[config.mk]
export PLATFORM = sky130hd
export DESIGN_NAME = var_bw_seq_mul
export DESIGN_NICKNAME = d
export VERILOG_FILES = /design/src/rtl/var_bw_seq_mul.sv
export SDC_FILE = /design/constraint.sdc
export NUM_CORES = 1
export LEC_CHECK = 0
export BUFFER_PORTS_ARGS = -buffer_cell sky130_fd_sc_hd__buf_2
export CAP_MARGIN = 15
export CORE_MARGIN = 2
export CORE_UTILIZATION = 45
export CTS_CLUSTER_SIZE = 30
export DETAILED_ROUTE_END_ITERATION = 10
export GPL_TIMING_DRIVEN = 0
export PLACE_DENSITY_LB_ADDON = 0.15
export SYNTH_ARGS = -nofsm -noshare
export SYNTH_HDL_FRONTEND = slang
export SYNTH_HIERARCHICAL = 1
export SYNTH_SLANG_ARGS = --single-unit
[constraint.sdc]
create_clock -name clk -period 27.9 [get_ports clk]
set_input_delay 4.185 -clock clk [delete_from_list [all_inputs] [get_ports clk]]
set_output_delay 4.185 -clock clk [all_outputs]
set_load 0.005 [all_outputs]
[src/rtl/var_bw_seq_mul.sv]
// Sequential variable-bitwidth shift-add multiplier, MSB-first, one ripple add per cycle.
// Optional build macro MUL_SIGNED_EN: two's-complement operands at the active width n.

module full_adder (
    input  logic x,
    input  logic y,
    input  logic ci,
    output logic s,
    output logic co
);
    assign s  = x ^ y ^ ci;
    assign co = (x & y) | (ci & (x ^ y));
endmodule

module var_bw_seq_mul #(
    parameter int W  = 16,
    parameter int CW = $clog2(W)
) (
    input  logic            clk,
    input  logic            rst,
    input  logic            in_valid,
    output logic            in_ready,
    input  logic [W-1:0]    a,
    input  logic [W-1:0]    b,
    input  logic [CW-1:0]   bw,
    output logic            out_valid,
    input  logic            out_ready,
    output logic [2*W-1:0]  p
);
    localparam int PW = 2 * W;

    typedef enum logic [1:0] {IDLE, RUN, DONE} state_t;

    state_t          state, state_nxt;
    logic [PW-1:0]   a_ext, a_r, acc, shifted, addend, sum;
    logic [W-1:0]    b_msk, b_r;
    logic [CW-1:0]   cnt;
    logic [PW:0]     carry;
    logic            bit_sel, cin, unused_cout;

    // Operand conditioning at the accept edge: drop bits above bw, extend a to 2W.
    always_comb begin
        a_ext = '0;
        b_msk = '0;
        for (int i = 0; i < W; i++) begin
            if (i <= int'(bw)) begin
                a_ext[i] = a[i];
                b_msk[i] = b[i];
            end
        end
`ifdef MUL_SIGNED_EN
        for (int i = 0; i < PW; i++) begin
            if (i > int'(bw)) a_ext[i] = a[bw];
        end
`endif
    end

    assign bit_sel = b_r[cnt];
    assign shifted = {acc[PW-2:0], 1'b0};

`ifdef MUL_SIGNED_EN
    logic [CW-1:0] bw_r;
    logic          sub;
    // The sign bit of b carries weight -2^(n-1), so its partial product is subtracted.
    assign sub    = bit_sel && (cnt == bw_r);
    assign addend = bit_sel ? (sub ? ~a_r : a_r) : '0;
    assign cin    = sub;
`else
    assign addend = bit_sel ? a_r : '0;
    assign cin    = 1'b0;
`endif

    assign carry[0] = cin;
    generate
        for (genvar g = 0; g < PW; g++) begin : g_fa
            full_adder u_fa (
                .x  (shifted[g]),
                .y  (addend[g]),
                .ci (carry[g]),
                .s  (sum[g]),
                .co (carry[g+1])
            );
        end
    endgenerate
    // Carry out of the top bit is intentionally dropped (product is mod 2^2W).
    assign unused_cout = carry[PW];

    always_ff @(posedge clk or posedge rst) begin
        if (rst) state <= IDLE;
        else     state <= state_nxt;
    end

    always_comb begin
        state_nxt = state;
        in_ready  = 1'b0;
        out_valid = 1'b0;
        case (state)
            IDLE: begin
                in_ready = 1'b1;
                if (in_valid) state_nxt = RUN;
            end
            RUN: begin
                if (cnt == '0) state_nxt = DONE;
            end
            DONE: begin
                out_valid = 1'b1;
                if (out_ready) state_nxt = IDLE;
            end
            default: state_nxt = IDLE;
        endcase
    end

    always_ff @(posedge clk or posedge rst) begin
        if (rst) begin
            a_r  <= '0;
            b_r  <= '0;
            acc  <= '0;
            cnt  <= '0;
`ifdef MUL_SIGNED_EN
            bw_r <= '0;
`endif
        end else begin
            case (state)
                IDLE: if (in_valid) begin
                    a_r  <= a_ext;
                    b_r  <= b_msk;
                    acc  <= '0;
                    cnt  <= bw;
`ifdef MUL_SIGNED_EN
                    bw_r <= bw;
`endif
                end
                RUN: begin
                    acc <= sum;
                    if (cnt != '0) cnt <= cnt - 1'b1;
                end
                default: ;
            endcase
        end
    end

    // acc is frozen outside RUN, so it doubles as the held product register.
    assign p = acc;

endmodule

# Word level (Yosys, flattened, before mapping)
# Index checks and enable logic that the tools add are counted.
# totals
inputBits	40
word_cells	229
register_bits	70
# classes
mux	44
add_sub_neg	1
eq_ne	6
reduce_logical	8
bitwise	149
magnitude_cmp	16
# op_table
operator	n
$pmux 32 s2	1
$xor 1x1->1	45
$and 1x1->1	44
$mux 1	33
$le 4x4->1 const A	8
$mux 32	1
$or 1x1->1	29
$le 3x4->1 const A	4
$mux 16	1
$xor 1x1->1 const B	16
$and 1x1->1 const B	15
$le 2x4->1 const A	2
$mux 4	2
$ne 2x2->1 const B	4
$pmux 4 s2	1
$mux 2	3
$pmux 2 s3	1
$reduce_and 3->1	2
$lt 4x5->1 const B	1
$bmux 1 s4	1
$le 1x4->1 const A	1
$logic_not 4->1	1
$reduce_and 2->1	2
$reduce_bool 4->1	1
5 further kinds	5

# Logic depth before layout (Yosys ltp)
# Gate-level depths: netlist of run 1.
# logic_depth
depth_word	64
ltp_mapped	39

# By module
# The synthesis of run 1 kept the hierarchy.
# by_module_without_submodules
mod	seq_area_each_um2	n_inst	area_each_um2	cells_per_inst
var_bw_seq_mul	1751.7	1	3093.0	269
full_adder	0.0	32	20.0	1

# Worst setup path after synthesis of run 1
# No wires, ideal clock.
# synth_path
kind	register to register
startpoint	register cnt[0]
endpoint	register acc[31] (netlist: p[31])
path_buffers	2
path_stages_with_launch	38
setup_slack_ns	14.248
t_arrival_ns	13.531
setup_time_ns	0.121
required_time_ns	27.779
path_cell_list	dfrtp_1 > buf_6 > mux4_2 > a22oi_4 > buf_12 > a21boi_2 > fa_1 > fa_1 > fa_1 > fa_1 > fa_1 > fa_1 > fa_1 > fa_1 > fa_1 > fa_1 > fa_1 > fa_1 > [2 not listed] > fa_1 > fa_1 > fa_1 > fa_1 > fa_1 > fa_1 > fa_1 > fa_1 > fa_1 > fa_1 > fa_1 > fa_1 > fa_1 > fa_1 > fa_1 > fa_1 > fa_1 > a22o_1
# synth_via
elab_chain_len	64
elab_cells_between_ends	92
# synth_rtl
element	line_no	source
from (decl)	37	logic [CW-1:0] cnt;
from (signal assigned)	128	cnt <= bw;
from (signal assigned)	135	if (cnt != '0) cnt <= cnt - 1'b1;
$bmux 1 s4	58	assign bit_sel = b_r[cnt];
$mux 1 (implied by the code)	58	
$mux 16	69	assign addend = bit_sel ? a_r : '0;
via addend[1]	35	logic [PW-1:0] a_ext, a_r, acc, shifted, addend, sum;
$and 1x1->1	12	assign co = (x & y) | (ci & (x ^ y));
via carry[2]	38	logic [PW:0] carry;
$and 1x1->1	12	
$or 1x1->1	12	
via carry[3]	38	
[2 not listed]	-	
via carry[4]	38	
[2 not listed]	-	
via carry[5]	38	
[2 not listed]	-	
via carry[6]	38	
[2 not listed]	-	
via carry[7]	38	
[2 not listed]	-	
via carry[8]	38	
[2 not listed]	-	
via carry[9]	38	
[2 not listed]	-	
via carry[10]	38	
[2 not listed]	-	
via carry[11]	38	
[2 not listed]	-	
via carry[12]	38	
[2 not listed]	-	
via carry[13]	38	
[2 not listed]	-	
via carry[14]	38	
[2 not listed]	-	
via carry[15]	38	
[2 not listed]	-	
via carry[16]	38	
[2 not listed]	-	
via carry[17]	38	
[2 not listed]	-	
via carry[18]	38	
[2 not listed]	-	
via carry[19]	38	
[2 not listed]	-	
via carry[20]	38	
[2 not listed]	-	
via carry[21]	38	
[2 not listed]	-	
via carry[22]	38	
[2 not listed]	-	
via carry[23]	38	
[2 not listed]	-	
via carry[24]	38	
[2 not listed]	-	
via carry[25]	38	
[2 not listed]	-	
via carry[26]	38	
[2 not listed]	-	
via carry[27]	38	
[2 not listed]	-	
via carry[28]	38	
[2 not listed]	-	
via carry[29]	38	
[1 not listed]	-	
$or 1x1->1	12	
via carry[30]	38	
$and 1x1->1	12	
$or 1x1->1	12	
via carry[31]	38	
$xor 1x1->1	11	assign s = x ^ y ^ ci;
via sum[31]	35	
$pmux 32 s2	123	case (state)
to (signal assigned)	134	acc <= sum;
to (decl)	35	
# The timed path passes the listed nets, and every way through them passes these cells. The select of a mux whose other input is x is not followed.
# A chain may end at the register's enable or synchronous reset.

# Worst setup path after layout of run 1
# Same ends and word-level chain as after synthesis.

==> results of run 1 <==
[worst paths after layout]
| check | start | end | slack (ns) |
|---|---|---|---|
| max | cnt[0]$_DFFE_PP0P_ | p[31]$_DFFE_PP0P_ | 13.46 |
| min | a_r[12]$_DFFE_PP0P_ | a_r[12]$_DFFE_PP0P_ | 0.48 |
| max reg2reg | cnt[0]$_DFFE_PP0P_ | p[31]$_DFFE_PP0P_ | 13.46 |
| min reg2reg | a_r[12]$_DFFE_PP0P_ | a_r[12]$_DFFE_PP0P_ | 0.48 |
| max in group asynchronous | rst | a_r[4]$_DFFE_PP0P_ | 23.31 |
| min in group asynchronous | rst | b_r[10]$_DFFE_PP0P_ | 4.01 |
[cells in the final DEF, fill, tap and decap left out, types with 2 or more instances in the layout]
master / count
sky130_fd_sc_hd__nor2b_1: 3
sky130_fd_sc_hd__clkbuf_1: 16
sky130_fd_sc_hd__o32ai_1: 2
sky130_fd_sc_hd__a22o_1: 49
sky130_fd_sc_hd__nor2_1: 10
sky130_fd_sc_hd__nand3_1: 5
sky130_fd_sc_hd__fa_1: 32
sky130_fd_sc_hd__nand2_1: 32
sky130_fd_sc_hd__a21oi_1: 5
sky130_fd_sc_hd__inv_1: 3
sky130_fd_sc_hd__or2_2: 2
sky130_fd_sc_hd__mux4_2: 2
sky130_fd_sc_hd__a21boi_0: 6
sky130_fd_sc_hd__o21ai_0: 20
sky130_fd_sc_hd__buf_2: 74
sky130_fd_sc_hd__a21boi_2: 10
sky130_fd_sc_hd__nand2b_1: 2
sky130_fd_sc_hd__dfrtp_1: 70
sky130_fd_sc_hd__conb_1: 18
sky130_fd_sc_hd__clkbuf_8: 12
sky130_fd_sc_hd__o211ai_1: 2
sky130_fd_sc_hd__mux2i_1: 4
[power by group]
group          internal (mW)  switching [mW]
registers              0.145          0.0351
logic                  0.107           0.111
clock network         0.0385          0.0358
[routing by layer]
layer | track usage [%] | wire length [µm]
met5 | 0 | 0
met4 | 6.643 | 144
met3 | 3.320 | 400
met2 | 31.10 | 3925
met1 | 31.20 | 3986
[flip-flops by register name, indices dropped and copies added (netlist names)]
signal / count
p: 32
cnt: 4
b_r: 16
state: 2
a_r: 16
[logic make-up after synthesis]
logic type	after synthesis	share of synthesized area, %
compound gates	104	22.29
xor+xnor	1	0.2346
buf+inv	26	3.485
mux	6	2.279
fa+ha+maj	33	17.49
simple gates	60	7.205
flops	70	46.92
other cells	1	0.1004
[final cells by class]
class / instances / share of cell area (%)
flip-flops and latches: 70 / 39.31
well taps: 105 / 2.949
repair buffers: 70 / 7.863
clock buffers: 13 / 3.791
plain buffers: 22 / 2.584
inverters: 4 / 0.3931
clock inverters: 1 / 0.1123
multi-input cells: 222 / 42.99
[worst max-delay path: cells and delay by family (launching register included)]
family          cells  cell delay (ns)
fa+ha+maj          31            12.37
buf+inv             2             0.53
mux                 1             0.24
flops               1             0.35
compound gates      4             0.82
==> flow_summary.html, run 1 <==
<table>
<tr><th>Metric</th><th>Value</th></tr>
<tr><th colspan="2">Global routing</th></tr>
<tr><td>Vias in the first global route</td><td>2677</td></tr>
<tr><td>Maximum number of pins on one net before global-route repair</td><td>71</td></tr>
<tr><td>Initial antenna violation count</td><td>0</td></tr>
<tr><td>Global-route wire length before repair</td><td>13.86 mm</td></tr>
<tr><td>Total routing resource utilization after global routing</td><td>20.78%</td></tr>
<tr><td>Grt total ovfl</td><td>0</td></tr>
<tr><th colspan="2">Cells and area</th></tr>
<tr><td>Multi-input gate area in the final layout</td><td>1916 µm²</td></tr>
<tr><td>Utilization of the core after routing</td><td>54.78%</td></tr>
<tr><td>Fillers</td><td>706</td></tr>
<tr><td>Post-layout nets</td><td>472</td></tr>
<tr><td>Post-route cell area</td><td>4456 µm²</td></tr>
<tr><td>Area growth syn-to-layout</td><td>19.34%</td></tr>
<tr><td>Non-filler cells, final</td><td>507</td></tr>
<tr><td>Number of diodes</td><td>0</td></tr>
<tr><td>Sequential cell area</td><td>1752 µm²</td></tr>
<tr><td>Share of final-layout standard cells stronger than drive strength 1</td><td>26.62%</td></tr>
<tr><th colspan="2">Logic synthesis</th></tr>
<tr><td>Synthesized flop and latch total</td><td>70</td></tr>
<tr><td>Number of flops mapped to enable cells by yosys</td><td>0</td></tr>
<tr><td>Most frequently used cell type in the post-synthesis netlist</td><td>sky130_fd_sc_hd__dfrtp_1</td></tr>
<tr><td>Synth top cells by count</td><td>sky130_fd_sc_hd__dfrtp_1, sky130_fd_sc_hd__a22o_1, sky130_fd_sc_hd__fa_1, sky130_fd_sc_hd__nand2_1, sky130_fd_sc_hd__o21ai_0</td></tr>
<tr><td>Mapped cell area</td><td>3734 µm²</td></tr>
<tr><td>Gate count after technology mapping</td><td>301</td></tr>
<tr><td>Most area-hungry cell type in the Yosys netlist</td><td>sky130_fd_sc_hd__dfrtp_1</td></tr>
<tr><td>Part of the Yosys area used for sequential elements</td><td>46.92%</td></tr>
<tr><td>Post-synthesis cell type count</td><td>42</td></tr>
<tr><td>Post-Synthesis Mean Instance Area</td><td>12.40 µm²</td></tr>
<tr><td>Area contributors post-synth</td><td>sky130_fd_sc_hd__dfrtp_1, sky130_fd_sc_hd__fa_1, sky130_fd_sc_hd__a22o_1, sky130_fd_sc_hd__nand2_1, sky130_fd_sc_hd__a21boi_2</td></tr>
<tr><td>Proportion of register bits with asynchronous set or reset after synthesis</td><td>100.0%</td></tr>
<tr><td>Count of warnings emitted by yosys</td><td>6</td></tr>
<tr><td>Area share of the leading cell type in the synthesized netlist</td><td>46.92%</td></tr>
<tr><td>Most instantiated flip-flop cell in the synthesis netlist</td><td>sky130_fd_sc_hd__dfrtp_1</td></tr>
<tr><th colspan="2">Critical path</th></tr>
<tr><td>Kind of critical path</td><td>reg -&gt; reg</td></tr>
<tr><td>Type of destination of the critical path</td><td>flop</td></tr>
<tr><td>Endpoint required time on the critical path</td><td>28.13 ns</td></tr>
<tr><td>Kind of start point of the critical path</td><td>flop</td></tr>
<tr><td>Worst path slowest cell</td><td>sky130_fd_sc_hd__fa_1</td></tr>
<tr><td>Highest net fanout along the worst path</td><td>10</td></tr>
<tr><td>Crit path top cell by count</td><td>sky130_fd_sc_hd__fa_1</td></tr>
<tr><td>Delay of the slowest critical-path stage</td><td>0.46 ns</td></tr>
<tr><td>Reg2Reg Depth</td><td>38</td></tr>
<tr><td>Data arrival time of the worst path</td><td>14.66 ns</td></tr>
<tr><th colspan="2">Clock network</th></tr>
<tr><td>Setup Fix Bufs, Post-CTS</td><td>0</td></tr>
<tr><td>Number of gates given a new drive strength after cts</td><td>0</td></tr>
<tr><td>Maximum number of buffers from clock root to sink</td><td>2</td></tr>
<tr><td>Clock Root Buffer</td><td>sky130_fd_sc_hd__clkbuf_8</td></tr>
<tr><td>CTS buffer count</td><td>9</td></tr>
<tr><td>CTS tree</td><td>yes</td></tr>
<tr><td>Hold-fix buffers, CTS</td><td>0</td></tr>
<tr><td>Clock transition at the register clock pins on the worst setup and hold paths after CTS</td><td>0.07 ns</td></tr>
<tr><td>Number of H-tree levels</td><td>3</td></tr>
<tr><td>Insertion delay of the later-clocked pin in the worst-skew pair</td><td>0.34 ns</td></tr>
<tr><td>Total number of clock tree sinks</td><td>70</td></tr>
<tr><th colspan="2">Placed design</th></tr>
<tr><td>Global placer's final weighted congestion</td><td>0.8873</td></tr>
<tr><td># placed instances</td><td>493</td></tr>
<tr><td>Detailed-placement wirelength estimate</td><td>6.335 mm</td></tr>
<tr><td>Pre-CTS setup slack</td><td>13.47 ns</td></tr>
<tr><td>Port Buf Inserts</td><td>70</td></tr>
<tr><td>Placed inst area</td><td>4282 µm²</td></tr>
<tr><th colspan="2">Pwr</th></tr>
<tr><td>Sum of internal, switching and leakage power</td><td>0.4721 mW</td></tr>
<tr><td>Pwr dens</td><td>105.9 nW/µm²</td></tr>
<tr><td>Worst VDD drop</td><td>0.03269 mV</td></tr>
<tr><td>Leakage power of the design</td><td>2.162 nW</td></tr>
<tr><th colspan="2">Timing</th></tr>
<tr><td>Skew final</td><td>0.008293 ns</td></tr>
<tr><td>Minimum hold slack</td><td>0.4753 ns</td></tr>
<tr><td>Total count of hold-check failures in the final report</td><td>0</td></tr>
<tr><td>Worst Tran Pin Value</td><td>0.8623 ns</td></tr>
<tr><td>Number of max-slew violations in the final report</td><td>0</td></tr>
<tr><td>Final total negative setup slack</td><td>0 ns</td></tr>
<tr><td>Worst slew margin relative to its limit</td><td>42.52%</td></tr>
<tr><td>Unrepaired setup endpoints after global routing</td><td>no</td></tr>
<tr><td>Final clock period utilization by the worst path</td><td>51.74%</td></tr>
<tr><td>Number of endpoints failing setup at the final stage</td><td>0</td></tr>
<tr><td>Minimum period implied by the final worst setup slack</td><td>14.44 ns</td></tr>
<tr><td>Maximum achievable frequency</td><td>0.06927 GHz</td></tr>
<tr><td>Worst setup slack after layout</td><td>13.46 ns</td></tr>
<tr><th colspan="2">Die</th></tr>
<tr><td>Die Wd</td><td>95.09 µm</td></tr>
<tr><td>DIE AREA</td><td>9041 µm²</td></tr>
<tr><td>Initial Util</td><td>45.90%</td></tr>
<tr><td>Die Height</td><td>95.09 µm</td></tr>
<tr><td>Number of top-level design ports</td><td>74</td></tr>
<tr><td>Row count</td><td>33</td></tr>
<tr><td>Total core area</td><td>8134 µm²</td></tr>
<tr><th colspan="2">Drt</th></tr>
<tr><td>1st-iter DRT viols</td><td>65</td></tr>
<tr><td>Routed wire per std cell</td><td>16.68 µm</td></tr>
<tr><td>Residual DRC</td><td>0</td></tr>
<tr><td>Number of antenna-violating nets in the routed design</td><td>0</td></tr>
<tr><td>Total number of vias</td><td>2727</td></tr>
<tr><td>Post-detailed-route via-to-cell ratio</td><td>5.379</td></tr>
<tr><td>Length of the first detailed-routing pass in iterations</td><td>4</td></tr>
<tr><td>Wirelength, routed</td><td>8.456 mm</td></tr>
<tr><th colspan="2">Job</th></tr>
<tr><td>Max-capacitance violation count</td><td>0</td></tr>
<tr><th colspan="2">Worst hold path</th></tr>
<tr><td>Number of stages on the worst hold path</td><td>2</td></tr>
<tr><td>HP Class</td><td>reg -&gt; reg</td></tr>
<tr><th colspan="2">Outcome</th></tr>
<tr><td>Outcome</td><td>complete, no violations</td></tr>
</table>
Note: power is estimated with default switching activity, not from simulation.
==> run 2, diff against run 1 <==
Clock period 27.9 ns to 13.5 ns, I/O delays scaled along.
==> run 2 against run 1 <==
Net effect: utilization is 2.2 points higher; sequential share of layout area is 1.5 points lower; final cell count is 2.2% higher; worst hold slack worse by 0.0059 ns; global-route usage is 0.82 points higher; count of clock-buffer cells in the layout is 3 lower; critical path depth is 1 lower; first-iteration DRC count is 4.6% higher; worst setup slack worse by 13 ns; sequential cell count stayed put; clock power grew to 2.6 times the previous value; critical endpoint unchanged; highest routed layer unchanged.
==> flow_summary.html, run 2 (synthesized netlist as in run 1, its figures left out) <==
<table>
<tr><th>Metric</th><th>Value</th></tr>
<tr><th colspan="2">Critical path</th></tr>
<tr><td>Endpoint required time on the critical path</td><td>13.75 ns</td></tr>
<tr><td>Type of destination of the critical path</td><td>flop</td></tr>
<tr><td>Kind of critical path</td><td>reg -&gt; reg</td></tr>
<tr><td>Worst path slowest cell</td><td>sky130_fd_sc_hd__mux4_2</td></tr>
<tr><td>Highest net fanout along the worst path</td><td>5</td></tr>
<tr><td>Delay of the slowest critical-path stage</td><td>0.53 ns</td></tr>
<tr><td>Data arrival time of the worst path</td><td>13.42 ns</td></tr>
<tr><td>Kind of start point of the critical path</td><td>flop</td></tr>
<tr><td>Crit path top cell by count</td><td>sky130_fd_sc_hd__fa_2</td></tr>
<tr><td>Reg2reg setup slack</td><td>0.33 ns</td></tr>
<tr><th colspan="2">Timing</th></tr>
<tr><td>Maximum achievable frequency</td><td>0.07596 GHz</td></tr>
<tr><td>Number of endpoints failing setup at the final stage</td><td>0</td></tr>
<tr><td>Minimum hold slack</td><td>0.4694 ns</td></tr>
<tr><td>Worst Tran Pin Value</td><td>0.8659 ns</td></tr>
<tr><td>Worst slew margin relative to its limit</td><td>42.28%</td></tr>
<tr><td>Minimum period implied by the final worst setup slack</td><td>13.17 ns</td></tr>
<tr><td>Unrepaired setup endpoints after global routing</td><td>no</td></tr>
<tr><td>Final clock period utilization by the worst path</td><td>97.52%</td></tr>
<tr><td>Total count of hold-check failures in the final report</td><td>0</td></tr>
<tr><td>Worst setup slack after layout</td><td>0.3344 ns</td></tr>
<tr><td>Number of max-slew violations in the final report</td><td>0</td></tr>
<tr><td>Skew final</td><td>0.01447 ns</td></tr>
<tr><th colspan="2">Pwr</th></tr>
<tr><td>Pwr dens</td><td>225.9 nW/µm²</td></tr>
<tr><td>Worst VDD drop</td><td>0.07111 mV</td></tr>
<tr><td>Sum of internal, switching and leakage power</td><td>1.048 mW</td></tr>
<tr><td>Leakage power of the design</td><td>2.191 nW</td></tr>
<tr><th colspan="2">Cells and area</th></tr>
<tr><td>Commonest non-fill, non-tap cells in the layout</td><td>sky130_fd_sc_hd__buf_2, sky130_fd_sc_hd__dfrtp_1, sky130_fd_sc_hd__a22o_1</td></tr>
<tr><td>Share of final-layout standard cells stronger than drive strength 1</td><td>33.90%</td></tr>
<tr><td>Post-route cell area</td><td>4638 µm²</td></tr>
<tr><td>Area growth syn-to-layout</td><td>24.23%</td></tr>
<tr><td>Largest register FFs</td><td>32</td></tr>
<tr><td>Number of diodes</td><td>0</td></tr>
<tr><td>Utilization of the core after routing</td><td>57.02%</td></tr>
<tr><td>Post-layout nets</td><td>482</td></tr>
<tr><td>Fillers</td><td>702</td></tr>
<tr><td>Most common cell after layout, fill and taps aside</td><td>sky130_fd_sc_hd__buf_2</td></tr>
<tr><th colspan="2">Die</th></tr>
<tr><td>Die Wd</td><td>95.09 µm</td></tr>
<tr><td>Row count</td><td>33</td></tr>
<tr><td>DIE AREA</td><td>9041 µm²</td></tr>
<tr><td>Die Height</td><td>95.09 µm</td></tr>
<tr><td>Total core area</td><td>8134 µm²</td></tr>
<tr><td>Number of top-level design ports</td><td>74</td></tr>
<tr><td>Initial Util</td><td>45.90%</td></tr>
<tr><th colspan="2">Global routing</th></tr>
<tr><td>Initial antenna violation count</td><td>0</td></tr>
<tr><td>Maximum number of pins on one net before global-route repair</td><td>71</td></tr>
<tr><td>Total routing resource utilization after global routing</td><td>21.59%</td></tr>
<tr><td>Grt total ovfl</td><td>0</td></tr>
<tr><td>Global-route wire length before repair</td><td>14.39 mm</td></tr>
<tr><td>Vias in the first global route</td><td>2765</td></tr>
<tr><th colspan="2">Clock network</th></tr>
<tr><td>Total number of clock tree sinks</td><td>70</td></tr>
<tr><td>Maximum number of buffers from clock root to sink</td><td>2</td></tr>
<tr><td>Clock Root Buffer</td><td>sky130_fd_sc_hd__clkbuf_8</td></tr>
<tr><td>Clock transition at the register clock pins on the worst setup and hold paths after CTS</td><td>0.09 ns</td></tr>
<tr><td>Number of H-tree levels</td><td>3</td></tr>
<tr><td>CTS buffer count</td><td>9</td></tr>
<tr><td>CTS tree</td><td>yes</td></tr>
<tr><td>Insertion delay of the later-clocked pin in the worst-skew pair</td><td>0.36 ns</td></tr>
<tr><th colspan="2">Drt</th></tr>
<tr><td>Residual DRC</td><td>0</td></tr>
<tr><td>Routed wire per std cell</td><td>16.88 µm</td></tr>
<tr><td>Wirelength, routed</td><td>8.743 mm</td></tr>
<tr><td>Post-detailed-route via-to-cell ratio</td><td>5.239</td></tr>
<tr><td>1st-iter DRT viols</td><td>68</td></tr>
<tr><td>Number of antenna-violating nets in the routed design</td><td>0</td></tr>
<tr><td>Total number of vias</td><td>2714</td></tr>
<tr><td>Length of the first detailed-routing pass in iterations</td><td>4</td></tr>
<tr><th colspan="2">Outcome</th></tr>
<tr><td>Outcome</td><td>complete, no violations</td></tr>
<tr><th colspan="2">Job</th></tr>
<tr><td>Max-capacitance violation count</td><td>0</td></tr>
<tr><th colspan="2">Placed design</th></tr>
<tr><td>Global placer's final weighted congestion</td><td>0.8695</td></tr>
<tr><td>Placed inst area</td><td>4292 µm²</td></tr>
<tr><td>Detailed-placement wirelength estimate</td><td>6.394 mm</td></tr>
<tr><td>Pre-CTS setup slack</td><td>-0.7656 ns</td></tr>
<tr><td>Port Buf Inserts</td><td>70</td></tr>
<tr><th colspan="2">Worst hold path</th></tr>
<tr><td>HP Class</td><td>reg -&gt; reg</td></tr>
</table>
[run 2: cell count changes in the layout (fill, tap and decap cells not counted), sizes merged]
cell      delta
bufinv       +2
buf         +10
clkbuf       -3
clkinvlp     +2
[run 2: timing repair]
action / in CTS / in global routing
setup endpoints to repair: 3 / 1
endpoints found under the hold margin: 0 / 0
hold buffers: 0 / 0
buffers inserted: 5 / 5
gates resized for setup: 12 / 7
pin swaps: 2 / 2
[run 2: report_power, final]
group	switching (mW)	internal (mW)
logic	0.238	0.245
registers	0.0738	0.299
clock network	0.0841	0.108
total	0.395	0.653
[run 2: worst paths after layout]
| kind | from | end | cells past startpoint |
|---|---|---|---|
| worst min register to register | a_r[0]$_DFFE_PP0P_ | a_r[0]$_DFFE_PP0P_ | 2 |
| worst min-delay path | a_r[0]$_DFFE_PP0P_ | a_r[0]$_DFFE_PP0P_ | 2 |
| worst max register to register | cnt[0]$_DFFE_PP0P_ | p[31]$_DFFE_PP0P_ | 37 |
| worst max-delay path | cnt[0]$_DFFE_PP0P_ | p[31]$_DFFE_PP0P_ | 37 |
| min in group asynchronous | rst | b_r[10]$_DFFE_PP0P_ | 2 |
| max in group asynchronous | rst | p[14]$_DFFE_PP0P_ | 2 |
[run 2: layer usage]
layer	global-route usage [%]	wire length, µm
met5	0	0
met4	6.884	121
met3	3.794	409
met2	33.74	4228
met1	30.85	3983
[run 2: critical path: cells and delay by family (launching register included)]
kind            cells  cell delay, ns
buf+inv             2            0.26
mux                 1            0.53
flops               1            0.35
fa+ha+maj          31           11.46
compound gates      3            0.49
[run 2: final cells by class]
| type | count | area (µm²) | share of cell area [%] |
|---|---|---|---|
| buffer | 22 | 121.4 | 2.617 |
| clock buffer | 10 | 137.6 | 2.967 |
| clock inverter | 5 | 83.83 | 1.807 |
| inverter | 4 | 17.52 | 0.3777 |
| multi-input combinational | 222 | 1969 | 42.46 |
| sequential | 70 | 1752 | 37.77 |
| tap | 105 | 131.4 | 2.832 |
| timing repair buffer | 80 | 425.4 | 9.172 |
[run 2: per-stage QoR]
step	instances	setup TNS, ns
2_1_floorplan	318	0
4_1_cts	513	0
5_1_grt	518	0
3_3_place_gp	493	-0.9269
3_5_place_dp	493	-1.135
6_report	518	0
==> run 3, diff against run 2 <==
Settings changed: CORE_ASPECT_RATIO from default to 0.8, CORE_MARGIN 2 to 3.
==> run 3 against run 2 <==
Net effect: worst setup slack lost 0.020 ns; total power grew 0.40%; clock power grew 3%; first-iteration DRC count grew 71%; critical path type unchanged.
==> flow_summary.html, run 3 (synthesized netlist as in run 1, its figures left out) <==
<table>
<tr><th>Metric</th><th>Value</th></tr>
<tr><th colspan="2">Clock network</th></tr>
<tr><td>Maximum number of buffers from clock root to sink</td><td>2</td></tr>
<tr><td>Clock Root Buffer</td><td>sky130_fd_sc_hd__clkbuf_8</td></tr>
<tr><td>Insertion delay of the later-clocked pin in the worst-skew pair</td><td>0.35 ns</td></tr>
<tr><td>Number of H-tree levels</td><td>3</td></tr>
<tr><td>CTS buffer count</td><td>9</td></tr>
<tr><td>Hold-fix buffers, CTS</td><td>0</td></tr>
<tr><td>Clock transition at the register clock pins on the worst setup and hold paths after CTS</td><td>0.08 ns</td></tr>
<tr><td>Total number of clock tree sinks</td><td>70</td></tr>
<tr><td>CTS tree</td><td>yes</td></tr>
<tr><th colspan="2">Die</th></tr>
<tr><td>Initial Util</td><td>46.77%</td></tr>
<tr><td>Die Wd</td><td>107.8 µm</td></tr>
<tr><td>Row count</td><td>29</td></tr>
<tr><td>Die Height</td><td>87.47 µm</td></tr>
<tr><td>Number of top-level design ports</td><td>74</td></tr>
<tr><td>Total core area</td><td>7983 µm²</td></tr>
<tr><td>DIE AREA</td><td>9433 µm²</td></tr>
<tr><th colspan="2">Placed design</th></tr>
<tr><td>Port Buf Inserts</td><td>70</td></tr>
<tr><td>Pre-CTS setup slack</td><td>-0.7584 ns</td></tr>
<tr><td>Global placer's final weighted congestion</td><td>0.8189</td></tr>
<tr><td>Detailed-placement wirelength estimate</td><td>6.779 mm</td></tr>
<tr><th colspan="2">Critical path</th></tr>
<tr><td>Buffering stage count on the worst path with inverters included</td><td>2</td></tr>
<tr><td>Reg2Reg Depth</td><td>37</td></tr>
<tr><td>Capturing point of the worst reg2reg path</td><td>p[31]$_DFFE_PP0P_</td></tr>
<tr><td>Startpoint of the lowest-slack register-to-register path</td><td>cnt[0]$_DFFE_PP0P_</td></tr>
<tr><td>Crit path top cell by count</td><td>sky130_fd_sc_hd__fa_2</td></tr>
<tr><td>Kind of critical path</td><td>reg -&gt; reg</td></tr>
<tr><td>Delay of the slowest critical-path stage</td><td>0.53 ns</td></tr>
<tr><td>Worst path slowest cell</td><td>sky130_fd_sc_hd__mux4_2</td></tr>
<tr><td>Highest net fanout along the worst path</td><td>5</td></tr>
<tr><td>Launch point of the critical path</td><td>cnt[0]$_DFFE_PP0P_</td></tr>
<tr><td>Cell family with the largest share of critical-path delay</td><td>adder cells</td></tr>
<tr><td>Data arrival time of the worst path</td><td>13.43 ns</td></tr>
<tr><td>Endpoint required time on the critical path</td><td>13.74 ns</td></tr>
<tr><td>Type of destination of the critical path</td><td>flop</td></tr>
<tr><td>Kind of start point of the critical path</td><td>flop</td></tr>
<tr><td>Reg2reg setup slack</td><td>0.31 ns</td></tr>
<tr><th colspan="2">Cells and area</th></tr>
<tr><td>Number of diodes</td><td>0</td></tr>
<tr><td>Utilization of the core after routing</td><td>57.71%</td></tr>
<tr><td>Post-layout nets</td><td>477</td></tr>
<tr><td>Largest register FFs</td><td>32</td></tr>
<tr><td>Area growth syn-to-layout</td><td>23.39%</td></tr>
<tr><td>Commonest non-fill, non-tap cells in the layout</td><td>sky130_fd_sc_hd__buf_2, sky130_fd_sc_hd__dfrtp_1, sky130_fd_sc_hd__a22o_1</td></tr>
<tr><td>Most common cell after layout, fill and taps aside</td><td>sky130_fd_sc_hd__buf_2</td></tr>
<tr><td>Share of final-layout standard cells stronger than drive strength 1</td><td>32.76%</td></tr>
<tr><th colspan="2">Timing</th></tr>
<tr><td>Maximum achievable frequency</td><td>0.07584 GHz</td></tr>
<tr><td>Total count of hold-check failures in the final report</td><td>0</td></tr>
<tr><td>Worst slew margin relative to its limit</td><td>42.67%</td></tr>
<tr><td>Skew final</td><td>0.01203 ns</td></tr>
<tr><td>Minimum hold slack</td><td>0.4809 ns</td></tr>
<tr><td>Unrepaired setup endpoints after global routing</td><td>no</td></tr>
<tr><td>Final clock period utilization by the worst path</td><td>97.67%</td></tr>
<tr><td>Worst setup slack after layout</td><td>0.3146 ns</td></tr>
<tr><td>Number of endpoints failing setup at the final stage</td><td>0</td></tr>
<tr><td>Worst Tran Pin Value</td><td>0.8599 ns</td></tr>
<tr><td>Number of max-slew violations in the final report</td><td>0</td></tr>
<tr><td>Minimum period implied by the final worst setup slack</td><td>13.19 ns</td></tr>
<tr><th colspan="2">Job</th></tr>
<tr><td>Max-capacitance violation count</td><td>0</td></tr>
<tr><th colspan="2">Global routing</th></tr>
<tr><td>Maximum number of pins on one net before global-route repair</td><td>71</td></tr>
<tr><td>Initial antenna violation count</td><td>0</td></tr>
<tr><td>Global-route wire length before repair</td><td>15.44 mm</td></tr>
<tr><td>Vias in the first global route</td><td>2979</td></tr>
<tr><td>Grt total ovfl</td><td>0</td></tr>
<tr><td>Total routing resource utilization after global routing</td><td>21.90%</td></tr>
<tr><th colspan="2">Outcome</th></tr>
<tr><td>Outcome</td><td>complete, no violations</td></tr>
<tr><th colspan="2">Drt</th></tr>
<tr><td>Number of antenna-violating nets in the routed design</td><td>0</td></tr>
<tr><td>Total number of vias</td><td>2779</td></tr>
<tr><td>Length of the first detailed-routing pass in iterations</td><td>4</td></tr>
<tr><td>Wirelength, routed</td><td>9.382 mm</td></tr>
<tr><td>Residual DRC</td><td>0</td></tr>
<tr><td>Post-detailed-route via-to-cell ratio</td><td>5.375</td></tr>
<tr><td>1st-iter DRT viols</td><td>116</td></tr>
<tr><td>Routed wire per std cell</td><td>18.15 µm</td></tr>
<tr><th colspan="2">Worst hold path</th></tr>
<tr><td>Worst Min Path Start</td><td>a_r[11]$_DFFE_PP0P_</td></tr>
<tr><td>Number of stages on the worst hold path</td><td>2</td></tr>
<tr><td>HP Class</td><td>reg -&gt; reg</td></tr>
<tr><td>Hold EP</td><td>a_r[11]$_DFFE_PP0P_</td></tr>
<tr><th colspan="2">Pwr</th></tr>
<tr><td>Worst VDD drop</td><td>0.1265 mV</td></tr>
<tr><td>Pwr dens</td><td>228.4 nW/µm²</td></tr>
<tr><td>Leakage power of the design</td><td>2.181 nW</td></tr>
</table>
[run 3: report_power, final]
part,internal (mW),switching [mW]
Combinational,0.236,0.246
Sequential,0.299,0.0736
Clock,0.114,0.0827
Total,0.650,0.402
[run 3: per-layer routing]
layer | part of all wire (%) | global-route usage (%)
met1 | 47 | 31.81
met2 | 45 | 32.96
met3 | 6.7 | 5.041
met4 | 1.3 | 6.766
met5 | 0 | 0
[run 3: area by class of cell]
class	instances	area (µm²)
clock buffers	11	151.4
repair buffers	75	387.9
well taps	108	135.1
clock inverters	5	81.33
flip-flops and latches	70	1752
inverters	4	17.52
plain buffers	22	117.6
fillers	687	3376
multi-input cells	222	1964
[run 3: how the worst max path moves through the flow]
stage / end / slack, ns / depth (start not counted)
after floorplan: p[31]$_DFFE_PP0P_ / 0.03 / 37
after global placement: p[31]$_DFFE_PP0P_ / -0.61 / 38
after detailed placement: p[31]$_DFFE_PP0P_ / -0.76 / 38
after CTS: p[31]$_DFFE_PP0P_ / 0.008 / 37
after global routing: p[31]$_DFFE_PP0P_ / 0.004 / 37
final: p[31]$_DFFE_PP0P_ / 0.31 / 37
[run 3: stage by stage]
step / cells / instance area, µm² / TNS (ns) / power [mW]
after floorplan: 318 / 3807 / 0 / 0.6882
after global placement: 496 / 4293 / -0.8343 / 0.8256
after detailed placement: 496 / 4295 / -1.108 / 0.8395
after CTS: 515 / 4579 / 0 / 1.053
after global routing: 517 / 4607 / 0 / 1.137
final: 517 / 4607 / 0 / 1.052
[run 3: timing repair]
action | 4_1_cts | 5_1_grt
resized for setup | 11 | 5
pin swaps | 2 | 1
buffers inserted | 3 | 2
endpoints found under the hold margin | 0 | 0
setup endpoints to repair | 2 | 1
gates cloned | 0 | 0
[run 3: worst min-delay path, delay by kind of cell (launching register included)]
kind               cells  cell delay [ns]
DFF                    1             0.34
AOI/OAI and AO/OA      1             0.06
and+or+nand+nor        1             0.05
